`config.mk`:
```
export PLATFORM = sky130hd
export DESIGN_NAME = sprite_renderer
export DESIGN_NICKNAME = d
export VERILOG_FILES = /design/src/rtl/sprite_renderer.sv
export SDC_FILE = /design/constraint.sdc
export NUM_CORES = 1
export LEC_CHECK = 0
export CAP_MARGIN = 15
export CORE_MARGIN = 10
export CORE_UTILIZATION = 51
export CTS_BUF_LIST = sky130_fd_sc_hd__clkbuf_16
export CTS_CLUSTER_DIAMETER = 200
export DETAILED_ROUTE_END_ITERATION = 16
export HOLD_SLACK_MARGIN = 0.08
export PLACE_DENSITY = 0.87
export SLEW_MARGIN = 15
export SYNTH_ARGS = -nofsm -noshare
export SYNTH_HDL_FRONTEND = slang
export SYNTH_SLANG_ARGS = --single-unit
```
`constraint.sdc`:
```
create_clock -name vga_clk -period 4.5 [get_ports vga_clk]
set_input_delay 0.45 -clock vga_clk [delete_from_list [all_inputs] [get_ports vga_clk]]
set_output_delay 0.45 -clock vga_clk [all_outputs]
set_load 0.01 [all_outputs]
```
`src/rtl/sprite_renderer.sv`:
```
`timescale 1ns/1ps
`default_nettype none
// ----------------------------------------------------------------------------
// sprite_renderer : scaled, mirrored, animated sprite lookup (ROM + palette)
// Rev 1.0
// ----------------------------------------------------------------------------
module sprite_renderer #(
   parameter  int SPR_W           = 32,
   parameter  int SPR_H           = 32,
   parameter  int FRAMES          = 4,
   parameter  int SCALE_SHIFT     = 0,
   parameter  int ADDR_W          = 12,
   parameter  int IDX_W           = 4,
   parameter  int TRANSPARENT_IDX = 0,
   parameter  int ANIM_DIV        = 8,
   localparam int FRM_W           = (FRAMES > 1) ? $clog2(FRAMES) : 1
) (
   input  logic              vga_clk,
   input  logic              Reset,
   input  logic [9:0]        DrawX,
   input  logic [9:0]        DrawY,
   input  logic              blank,
   input  logic              frame_tick,
   input  logic [9:0]        pos_x,
   input  logic [9:0]        pos_y,
   input  logic [FRM_W-1:0]  frame_sel,
   input  logic              anim_en,
   input  logic              mirror,
   output logic [ADDR_W-1:0] rom_address,
   input  logic [IDX_W-1:0]  rom_q,
   output logic [IDX_W-1:0]  pal_index,
   input  logic [3:0]        pal_red,
   input  logic [3:0]        pal_green,
   input  logic [3:0]        pal_blue,
   output logic [3:0]        red,
   output logic [3:0]        green,
   output logic [3:0]        blue,
   output logic              pix_on
);

   localparam int LXW   = $clog2(SPR_W);
   localparam int LYW   = $clog2(SPR_H);
   localparam int DIV_W = (ANIM_DIV > 1) ? $clog2(ANIM_DIV) : 1;
   localparam logic [10:0] C_SPAN_X = 11'(SPR_W << SCALE_SHIFT);
   localparam logic [10:0] C_SPAN_Y = 11'(SPR_H << SCALE_SHIFT);

   logic [9:0]        sx_q, sx_d, sy_q, sy_d;
   logic              mirror_q, mirror_d;
   logic [FRM_W-1:0]  frame_q, frame_d;
   logic [DIV_W-1:0]  div_q, div_d;
   logic [ADDR_W-1:0] rom_address_q, rom_address_d;
   logic              v0_q, v1_q;
   logic [3:0]        red_q, green_q, blue_q;
   logic              pix_on_q;

   // Shadow state seen by stage 0; only a frame tick may change it.
   always_comb begin
      sx_d     = sx_q;
      sy_d     = sy_q;
      mirror_d = mirror_q;
      frame_d  = frame_q;
      div_d    = div_q;
      if (frame_tick) begin
         sx_d     = pos_x;
         sy_d     = pos_y;
         mirror_d = mirror;
         if (!anim_en) begin
            frame_d = frame_sel;
         end else if (div_q == DIV_W'(ANIM_DIV - 1)) begin
            div_d   = '0;
            frame_d = (frame_q == FRM_W'(FRAMES - 1)) ? '0 : frame_q + FRM_W'(1);
         end else begin
            div_d = div_q + DIV_W'(1);
         end
      end
   end

   logic [10:0]       bx, by, sx, sy, dx, dy;
   logic              hit;
   logic [LXW-1:0]    lx_raw, lx;
   logic [LYW-1:0]    ly;
   logic [ADDR_W-1:0] addr;

   // 11-bit edge sums keep a sprite near the right/bottom border from wrapping.
   assign bx     = {1'b0, DrawX};
   assign by     = {1'b0, DrawY};
   assign sx     = {1'b0, sx_q};
   assign sy     = {1'b0, sy_q};
   assign dx     = bx - sx;
   assign dy     = by - sy;
   assign hit    = (bx >= sx) && (bx < sx + C_SPAN_X) &&
                   (by >= sy) && (by < sy + C_SPAN_Y);
   assign lx_raw = LXW'(dx >> SCALE_SHIFT);
   assign ly     = LYW'(dy >> SCALE_SHIFT);
   assign lx     = mirror_q ? (LXW'(SPR_W - 1) - lx_raw) : lx_raw;
   assign addr   = ADDR_W'(frame_q) * ADDR_W'(SPR_W * SPR_H)
                 + ADDR_W'(ly) * ADDR_W'(SPR_W) + ADDR_W'(lx);
   assign rom_address_d = hit ? addr : rom_address_q;

   always_ff @(posedge vga_clk or posedge Reset) begin
      if (Reset) begin
         sx_q          <= '0;
         sy_q          <= '0;
         mirror_q      <= 1'b0;
         frame_q       <= '0;
         div_q         <= '0;
         rom_address_q <= '0;
         v0_q          <= 1'b0;
         v1_q          <= 1'b0;
         red_q         <= '0;
         green_q       <= '0;
         blue_q        <= '0;
         pix_on_q      <= 1'b0;
      end else begin
         sx_q          <= sx_d;
         sy_q          <= sy_d;
         mirror_q      <= mirror_d;
         frame_q       <= frame_d;
         div_q         <= div_d;
         rom_address_q <= rom_address_d;
         v0_q          <= hit && blank;
         v1_q          <= v0_q;
         if (v1_q && (rom_q != IDX_W'(TRANSPARENT_IDX))) begin
            pix_on_q <= 1'b1;
            red_q    <= pal_red;
            green_q  <= pal_green;
            blue_q   <= pal_blue;
         end else begin
            pix_on_q <= 1'b0;
            red_q    <= '0;
            green_q  <= '0;
            blue_q   <= '0;
         end
      end
   end

   assign rom_address = rom_address_q;
   assign pal_index   = rom_q;
   assign red         = red_q;
   assign green       = green_q;
   assign blue        = blue_q;
   assign pix_on      = pix_on_q;

endmodule
`default_nettype wire

```
* After elaboration in Yosys (flattened, before gate mapping) *
Cells that the tools add are included.

storage, ports and cells
  register bits after elaboration = 53
  input bits = 64
  output and inout bits = 29
  logic and storage cells = 45

operators by class
  add/sub/neg operators = 9
  order comparisons = 4
  equality and inequality tests = 3
  muxes and demuxes = 9
  reductions and logical operators = 8

operators by type and width
  operator                 number
  $add A10 B6 Y11 const B  2
  $lt A10 B11 Y1           2
  $ge A10 B10 Y1           2
  $add A12 B10 Y12         1
  $add A12 B5 Y12          1
  $mux W4                  3
  $sub A5 B5 Y5            2
  $mux W2                  3
  $logic_and A1 B1 Y1      5
  $mux W5                  1
  $sub A5 B5 Y5 const A    1
  $reduce_and A2 Y1        2
  $reduce_bool A4 Y1       1
  $add A3 B1 Y3 const B    1
  $eq A3 B3 Y1 const B     1
  $mux W3                  1
  $add A2 B1 Y2 const B    1
  $eq A2 B2 Y1 const B     1
  $ne A2 B1 Y1 const B     1
  $mux W1                  1

* Longest topological paths before layout *
Gate-level depths: netlist of run 1.

  depth after elaboration = 6
  depth in mapped cells = 10
  mapped depth without buffers = 9

* Least setup slack after synthesis of run 1 *
No wires, ideal clock.

  path kind = in2reg
  start point = in DrawX[0]
  end point = reg rom_address_q[0] (netlist: rom_address[0])
  arrival time = 2.245 ns
  path slack = 2.129 ns
  cell stages on the path = 9
  buffers on the path = 1
  path through = inv_1 -> ha_1 -> fa_1 -> o21ai_0 -> a2111oi_0 -> o21ai_0 -> o211ai_2 -> buf_6 -> mux2_4

between the ends
  longest elaborated chain between the ends = 4
  elaborated cells on any way between the ends = 9
  classes of those cells = add/sub: 3; order compare: 2; mux: 1; reduce/logical: 3

RTL lines
  element                                                        line    source
  start, declared                                                20      input logic [9:0] DrawX,
  $sub A5 B5 Y5 (tied with other cells)                          89      assign dx = bx - sx;
  $sub A5 B5 Y5 / $logic_and A1 B1 Y1 (equally long branches)    95, 91
  $mux W5 / $logic_and A1 B1 Y1 (equally long branches)          95, 91
  $add A12 B5 Y12 / $logic_and A1 B1 Y1 (equally long branches)  97, 92
  end signal, assigned                                           120     rom_address_q <= rom_address_d;
  end, declared                                                  51      logic [ADDR_W-1:0] rom_address_q, rom_address_d;

Parallel ways exist; a longest one is shown, timed or not.
A chain may end at the register's enable or synchronous reset.

* Final worst setup path of run 1 *
  start point = in DrawX[0]
  end point = reg rom_address_q[8] (netlist: rom_address[8])

Same word-level chain as after synthesis.

==> results of run 1 <==
-- cell usage in the layout, fill, tap and decap left out, drive strengths merged, types with 6 or more instances in the layout --
master and n:
inv 31, xnor2 15, clkdlybuf4s50 92, a21oi 6
mux2 14, and2 12, ha 35, dfrtp 53
nor2 10, o21ai 27, nand3 7, a21o 6
nand2 22
-- stage by stage --
stage / utilization / hold WS (ps) / power (mW)
6_report: 0.710 / 353 / 1.55
5_1_grt: 0.710 / 370 / 1.65
4_1_cts: 0.710 / 357 / 1.57
3_5_place_dp: 0.684 / 340 / 1.17
3_3_place_gp: 0.684 / 339 / 1.15
2_1_floorplan: - / 331 / 0.923
-- how the worst min path moves through the flow --
stage / startpoint / end / slack, ps / depth (start not counted)
2_1_floorplan: v0_q / v1_q / 330 / 0
3_3_place_gp: v0_q / v1_q / 340 / 0
3_5_place_dp: v0_q / v1_q / 340 / 0
4_1_cts: v0_q / v1_q / 360 / 0
5_1_grt: v0_q / v1_q / 370 / 0
6_report: v0_q / v1_q / 350 / 0
-- critical path: cells and delay by family --
kind	cells	cell delay, ps
fa+ha+maj	2	610
mux	1	430
compound gates	4	1120
buf+inv	2	500
-- final cells by class --
| type | instances | area (um^2) |
|---|---|---|
| clock buffers | 5 | 125 |
| clock inverters | 3 | 26.3 |
| fillers | 467 | 1710 |
| inverters | 31 | 118 |
| multi-input cells | 196 | 1560 |
| flip-flops and latches | 53 | 1330 |
| well taps | 75 | 93.8 |
| repair buffers | 93 | 928 |
-- kinds of logic (layout without fill, tap and decap cells) --
family	count (synthesis)	after routing	share of synthesized area
muxes	17	17	0.0684
adders and majority gates	37	37	0.156
and+or+nand+nor	67	67	0.112
AOI/OAI and AO/OA	59	59	0.127
buffers and inverters	43	132	0.0599
xor gates and xnor gates	16	16	0.0456
DFF	53	53	0.432
-- power by group through the flow --
stage          clock, mW  combinational [mW]  sequential [mW]
6_report           0.393               0.528            0.630
5_1_grt            0.424               0.589            0.641
4_1_cts            0.405               0.538            0.631
3_5_place_dp           0               0.535            0.638
3_3_place_gp           0               0.514            0.635
2_1_floorplan          0               0.276            0.648
-- state kept, by name, indices dropped and copies added (netlist names), 2 cells and up --
| signal | count |
|---|---|
| div_q | 3 |
| rom_address | 12 |
| blue | 4 |
| frame_q | 2 |
| sy_q | 10 |
| green | 4 |
| red | 4 |
| sx_q | 10 |
-- per-layer routing --
metal  wire, um  vias to the layer above  share of wire  track usage
met4         46                        0         0.0064       0.0257
li1           -                     1177              -            -
met3        460                        5          0.064       0.0576
met5          0                        -              0            0
met1       3030                     1095           0.42        0.170
met2       3630                       59           0.51        0.276
==> metrics, run 1 <==
worst setup margin 1580 ps; crit path from DrawX[0]; Async S/R FF share, synth 1.00; Crit path top cell by count o21ai_0; crit path max-delay cell type clkdlybuf4s50_1; area leader, netlist dfrtp_1; Ys Warns 0; Non-Filler Instances 456; clk slew on worst S/H paths 70 ps; Primary FF master, synth dfrtp_1; top post-synthesis cells by count dfrtp_1 (53), ha_1 (35), inv_1 (31); CTS Buf Count 5; # Post-CTS Setup Buffers 0; die footprint 9530 um^2; Placed Instance Area 4030 um^2; Final Hold Viols 0; max incr delay on CP 460 ps; Final Skew 3.46 ps; Clk pwr share 0.254; Area contributors post-synth dfrtp_1 (43%), ha_1 (14%), o21ai_0 (4.4%), xnor2_1 (4.3%), inv_1 (3.8%); Logic pwr share 0.340; Setup CP Type in2reg; sequential share of the synthesized area 0.432; worst path cell trace clkdlybuf4s50_1, inv_1, ha_1, fa_1, o21ai_0, a2111oi_0, o21ai_0, o211ai_2, mux2_4; Psw 459 uW; Max Freq 0.342 GHz; Setup-failing EPs final 0; DR iter-0 viols 47; crit path DAT 3100 ps; placed cells 448; CTS Buffer Depth 2; Site Rows 28; DRC 0; final WL 7170 um; DR WL/cell 15.7 um; mapped cell area 3070 um^2; Distinct cells, synth 42; CTS tree yes; GRT Overall Usage 0.154; Area Growth Syn to Fin 36.0%; Seq pwr share 0.406; initial antenna violation count 0; Resized Gates After CTS 0; pin count of the biggest net entering global routing 54; worst relative slew slack 0.390; P_int 1.09 mW; Synth top area share 0.432; initial core utilization 0.522; antenna fix cells 0; CTS Root Cell clkbuf_16; Chip Width 97.6 um; most common cell in the netlist dfrtp_1; hpwl dp 5790 um; pre-CTS WS 1230 ps; Final period util 0.650; fin crit period 2920 ps; Fin Setup TNS 0 ps; RSZ-0062 raised after global routing no; fin. max-slew vios 0; EDFF count, synth 0; H-tree Lvls 2; global route total overflow 0; Worst Hold Class reg2reg; RR Startpoint sx_q[5]; NumNets Final 481; crit path launch type input port; clk sinks 53; Worst-Margin Slew 912 ps; IO Count 93; GP Congestion 0.876; drt first pass iters 3; #FFs+latches synth 53; leakage 1.96 nW; Chip Height 97.6 um; Vias/cell 5.12; Peak supply drop 284 uV; vias in the first global route 2627; worst setup path end rom_address[8]; reg2reg setup slack 1770 ps; sw frac 0.296; status finished clean; Worst EP required 4680 ps; Hold Buf Count CTS 0; PortBufs 92; Worst Path Max Fanout 13; syn avg cell area 10.5 um^2; Clock Latency Late Sink 290 ps; Max Cap Violations 0; layout cell share with drive strength beyond 1 0.0735; PwrDens 371 nW/um^2; Post-Syn Nets 393; Final Cell Area 4180 um^2; R2R depth 9; Reg-to-Reg End rom_address[11]; via count 2336; CP Capture Type flop; CORE AREA 5890 um^2; Synth Instances 292; global-route wire length before repair 12400 um; Final ANT Viol Nets 0
Note: power is estimated with default switching activity, not from simulation.
==> inputs of run 2 (changes only) <==
- CORE_UTILIZATION: 51 -> 47
- PLACE_DENSITY: 0.87 -> 0.81
- clock period: 4.5 -> 2.7 ns (I/O delays scaled with it)
==> run 2 against run 1 <==
  * Cell area up 2.4%
  * Cell count grew 2.0%
  * Worst setup slack lost 1400 ps
  * Count of clock-buffer cells in the layout unchanged
  * Largest cell class unchanged
  * Routed wire length rose by 4.4%
  * Highest routed layer unchanged
  * Non-clock buffer count increased by 7
  * Critical path type is now reg2reg
==> metrics, run 2 (synthesized netlist as in run 1, its figures left out) <==
status finished clean (unchanged); clk sinks 53 (unchanged); Seq pwr share 0.390 (was 0.406); met3 Track Usage GR 0.0274 (was 0.0576); Finished Core Util 0.674 (was 0.710); Worst Path Max Fanout 13 (unchanged); final WL 7490 um (was 7170 um); CORE AREA 6350 um^2 (was 5890 um^2); Psw 755 uW (was 459 uW); fin. max-slew vios 0 (unchanged); worst path cell trace ha_1, nand3_1, xnor2_1, ha_1, o2111ai_1, a311oi_1, nor4_2, o211ai_2, buf_12, mux2_2 (was clkdlybuf4s50_1, inv_1, ha_1, fa_1, o21ai_0, a2111oi_0, o21ai_0, o211ai_2, mux2_4); vias in the first global route 2621 (was 2627); fin crit period 2510 ps; Chip Width 101 um (was 97.6 um); Area Growth Syn to Fin 39.3% (was 36.0%); crit path max-delay cell type dfrtp_1 (was clkdlybuf4s50_1); Worst Hold Class reg2reg (unchanged); Vias/cell 5.09 (was 5.12); Clock Latency Late Sink 290 ps (about the same); CTS Root Cell clkbuf_16 (unchanged); DR WL/cell 16.1 um (was 15.7 um); pre-CTS WS -82.7 ps (was 1230 ps); sw frac 0.282 (was 0.296); max incr delay on CP 450 ps (was 460 ps); crit path DAT 2690 ps (was 3100 ps); Crit path top cell by count ha_1 (was o21ai_0); clk slew on worst S/H paths 70 ps (about the same); leakage 2.02 nW (was 1.96 nW); DR iter-0 viols 45 (was 47); PortBufs 92 (unchanged); Placed Instance Area 4110 um^2 (was 4030 um^2); Setup CP Type reg2reg (was in2reg); met2 usage 0.271 (was 0.276); Final Hold Viols 0 (unchanged); Fill cells 491 (was 467); Hold Buf Count CTS 0 (unchanged); GP Congestion 0.838 (was 0.876); multi-input logic area 1570 um^2 (was 1560 um^2); worst hold slack 354 ps (was 353 ps); NumNets Final 488 (was 481); initial core utilization 0.484 (was 0.522); CTS Buffer Depth 2 (unchanged); commonest non-fill, non-tap cell in the layout clkdlybuf4s50_1 (unchanged); global-route wire length before repair 12400 um (about the same); Site Rows 29 (was 28); Final ANT Viol Nets 0 (unchanged); Final period util 0.931; Worst EP required 2870 ps (was 4680 ps); worst setup margin 185 ps (was 1580 ps); Chip Height 101 um (was 97.6 um); H-tree Lvls 2 (unchanged); PwrDens 625 nW/um^2 (was 371 nW/um^2); GRT Overall Usage 0.149 (was 0.154); worst relative slew slack 0.522 (was 0.390); drt first pass iters 4 (was 3); Logic pwr share 0.339 (was 0.340); Worst-Margin Slew 715 ps (was 912 ps); CTS tree yes (unchanged); layout cell share with drive strength beyond 1 0.0902 (was 0.0735); commonest cells after routing, fill and taps aside clkdlybuf4s50_1 (92), dfrtp_1 (53), ha_1 (35) (unchanged); global route total overflow 0 (unchanged); crit path launch type flop (was input port); RSZ-0062 raised after global routing no (unchanged); Peak supply drop 433 uV (was 284 uV); Setup-failing EPs final 0 (unchanged); Final Cell Area 4280 um^2 (was 4180 um^2); GRT busiest layer met2 (unchanged); die footprint 10200 um^2 (was 9530 um^2); P_int 1.92 mW (was 1.09 mW); via count 2365 (was 2336); Clk pwr share 0.270 (was 0.254); Final Skew 4.77 ps (was 3.46 ps); antenna fix cells 0 (unchanged); Total Power 2.68 mW (was 1.55 mW); Max Cap Violations 0 (unchanged); pin count of the biggest net entering global routing 35 (was 54); IO Count 93 (unchanged); initial antenna violation count 0 (unchanged); Storage cell area 1330 um^2 (unchanged); max reg flops 12 (unchanged); hpwl dp 6150 um (was 5790 um); DRC 0 (unchanged); grt met1 use 0.170 (about the same); CTS Buf Count 5 (unchanged); CP Capture Type flop (unchanged); Max Freq 0.398 GHz
## run 2: cell types whose count changed in the layout (fill, tap and decap cells not counted), sizes merged
cell,before,now
clkinv,3,1
buf,1,8
bufinv,0,1
inv,31,32
## run 2: power groups by stage
| stage | registers, mW | logic, mW | clock network (mW) |
|---|---|---|---|
| 6_report | 1.04 | 0.909 | 0.724 |
| 5_1_grt | 1.07 | 1.01 | 0.767 |
| 4_1_cts | 1.05 | 0.922 | 0.738 |
| 3_5_place_dp | 1.06 | 0.917 | 0 |
| 3_3_place_gp | 1.05 | 0.885 | 0 |
| 2_1_floorplan | 1.08 | 0.460 | 0 |
## run 2: final timing paths
kind / slack (ps) / from / cells after the start / endpoint
worst min-delay path: 350 / v0_q / 0 / v1_q
max in group asynchronous: 1630 / Reset / 3 / green[2]
worst max-delay path: 190 / sy_q[5] / 10 / rom_address[11]
min in group asynchronous: 420 / Reset / 2 / red[1]
worst max register to register: 190 / sy_q[5] / 10 / rom_address[11]
worst min register to register: 350 / v0_q / 0 / v1_q
## run 2: layer usage
layer | vias up | wire, um
met1 | 1128 | 3000
met4 | 0 | 106
li1 | 1186 | -
met5 | - | 0
met3 | 7 | 325
met2 | 44 | 4060
## run 2: cell type report
type,instances,share of cell area
sequential,53,0.310
inverter,31,0.0272
tap,77,0.0225
multi-input combinational,196,0.366
clock inverter,3,0.00994
timing repair buffer,100,0.235
clock buffer,5,0.0292
## run 2: metrics by stage
| stage | instances | TNS (ps) |
|---|---|---|
| after floorplan | 292 | 0 |
| after global placement | 457 | -130 |
| after detailed placement | 457 | -647 |
| after CTS | 465 | 0 |
| after global routing | 465 | 0 |
| final | 465 | 0 |
## run 2: what timing repair did
item                       4_1_cts  5_1_grt
setup endpoints to repair        0        2
resized for setup                0        1
setup buffers                    0        0
## run 2: critical path, delay by kind of cell, from the launching register on
kind | cells | cell delay (ps)
AOI/OAI and AO/OA | 3 | 560
adders and majority gates | 2 | 510
DFF | 1 | 450
muxes | 1 | 330
and+or+nand+nor | 2 | 220
buffers and inverters | 1 | 180
xor gates and xnor gates | 1 | 150
==> inputs of run 3 (changes only) <==
- ABC_CLOCK_PERIOD_IN_PS: default -> 2700
- CORE_UTILIZATION: 47 -> 60
- DONT_BUFFER_PORTS: default -> 1
- PLACE_DENSITY: 0.81 -> 0.77
==> run 3 against run 2 <==
  * Critical path depth is the same
  * Global-route usage is 1.5 points higher
  * Count of clock-buffer cells in the layout unchanged
  * First-iteration DRC count rose by 51%
  * Critical endpoint is now rom_address[10]
  * Largest power group unchanged
==> metrics, run 3 (synthesized netlist as in run 1, its figures left out) <==
clk sinks 53 (unchanged); Max Cap Violations 0 (unchanged); Clock Latency Late Sink 290 ps (about the same); hpwl dp 5310 um (was 6150 um); global-route wire length before repair 11100 um (was 12400 um); GRT Overall Usage 0.164 (was 0.149); Chip Width 91.6 um (was 101 um); layout cell share with drive strength beyond 1 0.0962 (was 0.0902); fin crit period 2490 ps (was 2510 ps); Final Hold Viols 0 (unchanged); DR WL/cell 18.6 um (was 16.1 um); multi-input logic area 1570 um^2 (unchanged); commonest non-fill, non-tap cell in the layout dfrtp_1 (was clkdlybuf4s50_1); Final Skew 3.46 ps (was 4.77 ps); Worst-Margin Slew 882 ps (was 715 ps); GP Congestion 0.861 (was 0.838); Area Growth Syn to Fin 6.76% (was 39.3%); RSZ-0062 raised after global routing no (unchanged); DR iter-0 viols 68 (was 45); IO Count 93 (unchanged); Final Cell Area 3280 um^2 (was 4280 um^2); CTS Buffer Depth 2 (unchanged); max reg flops 12 (unchanged); Setup-failing EPs final 0 (unchanged); status finished clean (unchanged); Worst EP required 2870 ps (about the same); worst relative slew slack 0.412 (was 0.522); CTS Root Cell clkbuf_16 (unchanged); CTS tree yes (unchanged); Site Rows 25 (was 29); Chip Height 91.6 um (was 101 um); drt first pass iters 4 (unchanged); initial antenna violation count 0 (unchanged); Vias/cell 5.63 (was 5.09); final WL 6650 um (was 7490 um); commonest cells after routing, fill and taps aside dfrtp_1 (53), ha_1 (35), inv_1 (31) (was clkdlybuf4s50_1 (92), dfrtp_1 (53), ha_1 (35)); Fill cells 385 (was 491); NumNets Final 391 (was 488); Peak supply drop 290 uV (was 433 uV); vias in the first global route 2256 (was 2621); Setup CP Type reg2reg (unchanged); Worst Path Max Fanout 13 (unchanged); CP Capture Type flop (unchanged); Storage cell area 1330 um^2 (unchanged); Final ANT Viol Nets 0 (unchanged); leakage 1.62 nW (was 2.02 nW); fin. max-slew vios 0 (unchanged); clk slew on worst S/H paths 70 ps (about the same); PwrDens 692 nW/um^2 (was 625 nW/um^2); Final period util 0.924 (was 0.931); via count 2017 (was 2365); Fin Setup TNS 0 ps (unchanged); Worst Hold Class in2async (was reg2reg); DRC 0 (unchanged); antenna fix cells 0 (unchanged); CORE AREA 4850 um^2 (was 6350 um^2); PortBufs 0 (was 92); CTS Buf Count 5 (unchanged); crit path launch type flop (unchanged); initial core utilization 0.634 (was 0.484); pin count of the biggest net entering global routing 54 (was 35); die footprint 8380 um^2 (was 10200 um^2); # Post-CTS Setup Buffers 0 (unchanged); Max Freq 0.401 GHz (was 0.398 GHz); H-tree Lvls 2 (unchanged); Placed Instance Area 3110 um^2 (was 4110 um^2); crit path DAT 2670 ps (was 2690 ps); global route total overflow 0 (unchanged)
==> run 3: cell count changes in the layout (fill, tap and decap cells not counted), moves of 2 or more <==
| cell | delta |
|---|---|
| clkdlybuf4s50_1 | -92 |
| clkinvlp_4 | +2 |
| dlygate4sd3_1 | +2 |
| buf_4 | -6 |
==> run 3: worst max-delay path, cell delays in order, from the launching register on <==
cell	delay (ps)
dfrtp_1	410
ha_1	220
nand3_1	120
xnor2_1	150
ha_1	290
o2111ai_1	90
a311oi_1	400
nor4_2	80
o211ai_2	100
buf_12	180
mux2_2	340
==> run 3: metrics by stage <==
step | cells | hold WS (ps) | setup WS [ps] | utilization | power (mW)
after floorplan | 292 | 331 | 400 | - | 1.54
after global placement | 348 | 337 | 181 | 0.641 | 1.63
after detailed placement | 348 | 342 | 117 | 0.641 | 1.67
after CTS | 358 | 80.1 | 107 | 0.675 | 2.31
after global routing | 358 | 84.2 | 65.5 | 0.677 | 2.43
final | 358 | 26.4 | 205 | 0.677 | 2.27
==> run 3: final timing paths <==
kind / from / to / slack (ps) / depth (start not counted)
max: sx_q[5] / rom_address[10] / 210 / 10
max reg2reg: sx_q[5] / rom_address[10] / 210 / 10
min reg2reg: v0_q / v1_q / 350 / 0
min in group vga_clk: frame_tick / sy_q[1] / 90 / 1
min: Reset / red[1] / 30 / 1
max in group asynchronous: Reset / sy_q[8] / 2160 / 1
==> run 3: report_power, final <==
part	internal (mW)	switching (mW)	total, mW
logic	0.291	0.243	0.534
clock network	0.340	0.278	0.618
registers	0.945	0.173	1.12
==> run 3: what timing repair did <==
| item | CTS | global route |
|---|---|---|
| endpoints found under the hold margin | 2 | 0 |
| hold buffers | 2 | 0 |
| resized for setup | 0 | 1 |
| endpoints found under the setup margin | 0 | 3 |
==> run 3: routing by layer <==
layer,wire length [um],global-route usage,share of wire,vias up
met5,0,0,0,-
met4,72,0.0457,0.011,0
met3,633,0.0749,0.095,7
met2,3510,0.289,0.53,53
met1,2440,0.171,0.37,968
li1,-,-,-,989
==> run 3: layout make-up <==
type,instances,share of cell area
Clock inverter,3,0.00572
Clock buffer,5,0.0381
Tap cell,67,0.0256
Timing Repair Buffer,3,0.0122
Inverter,31,0.0359
Sequential cell,53,0.404
Multi-Input combinational cell,196,0.478
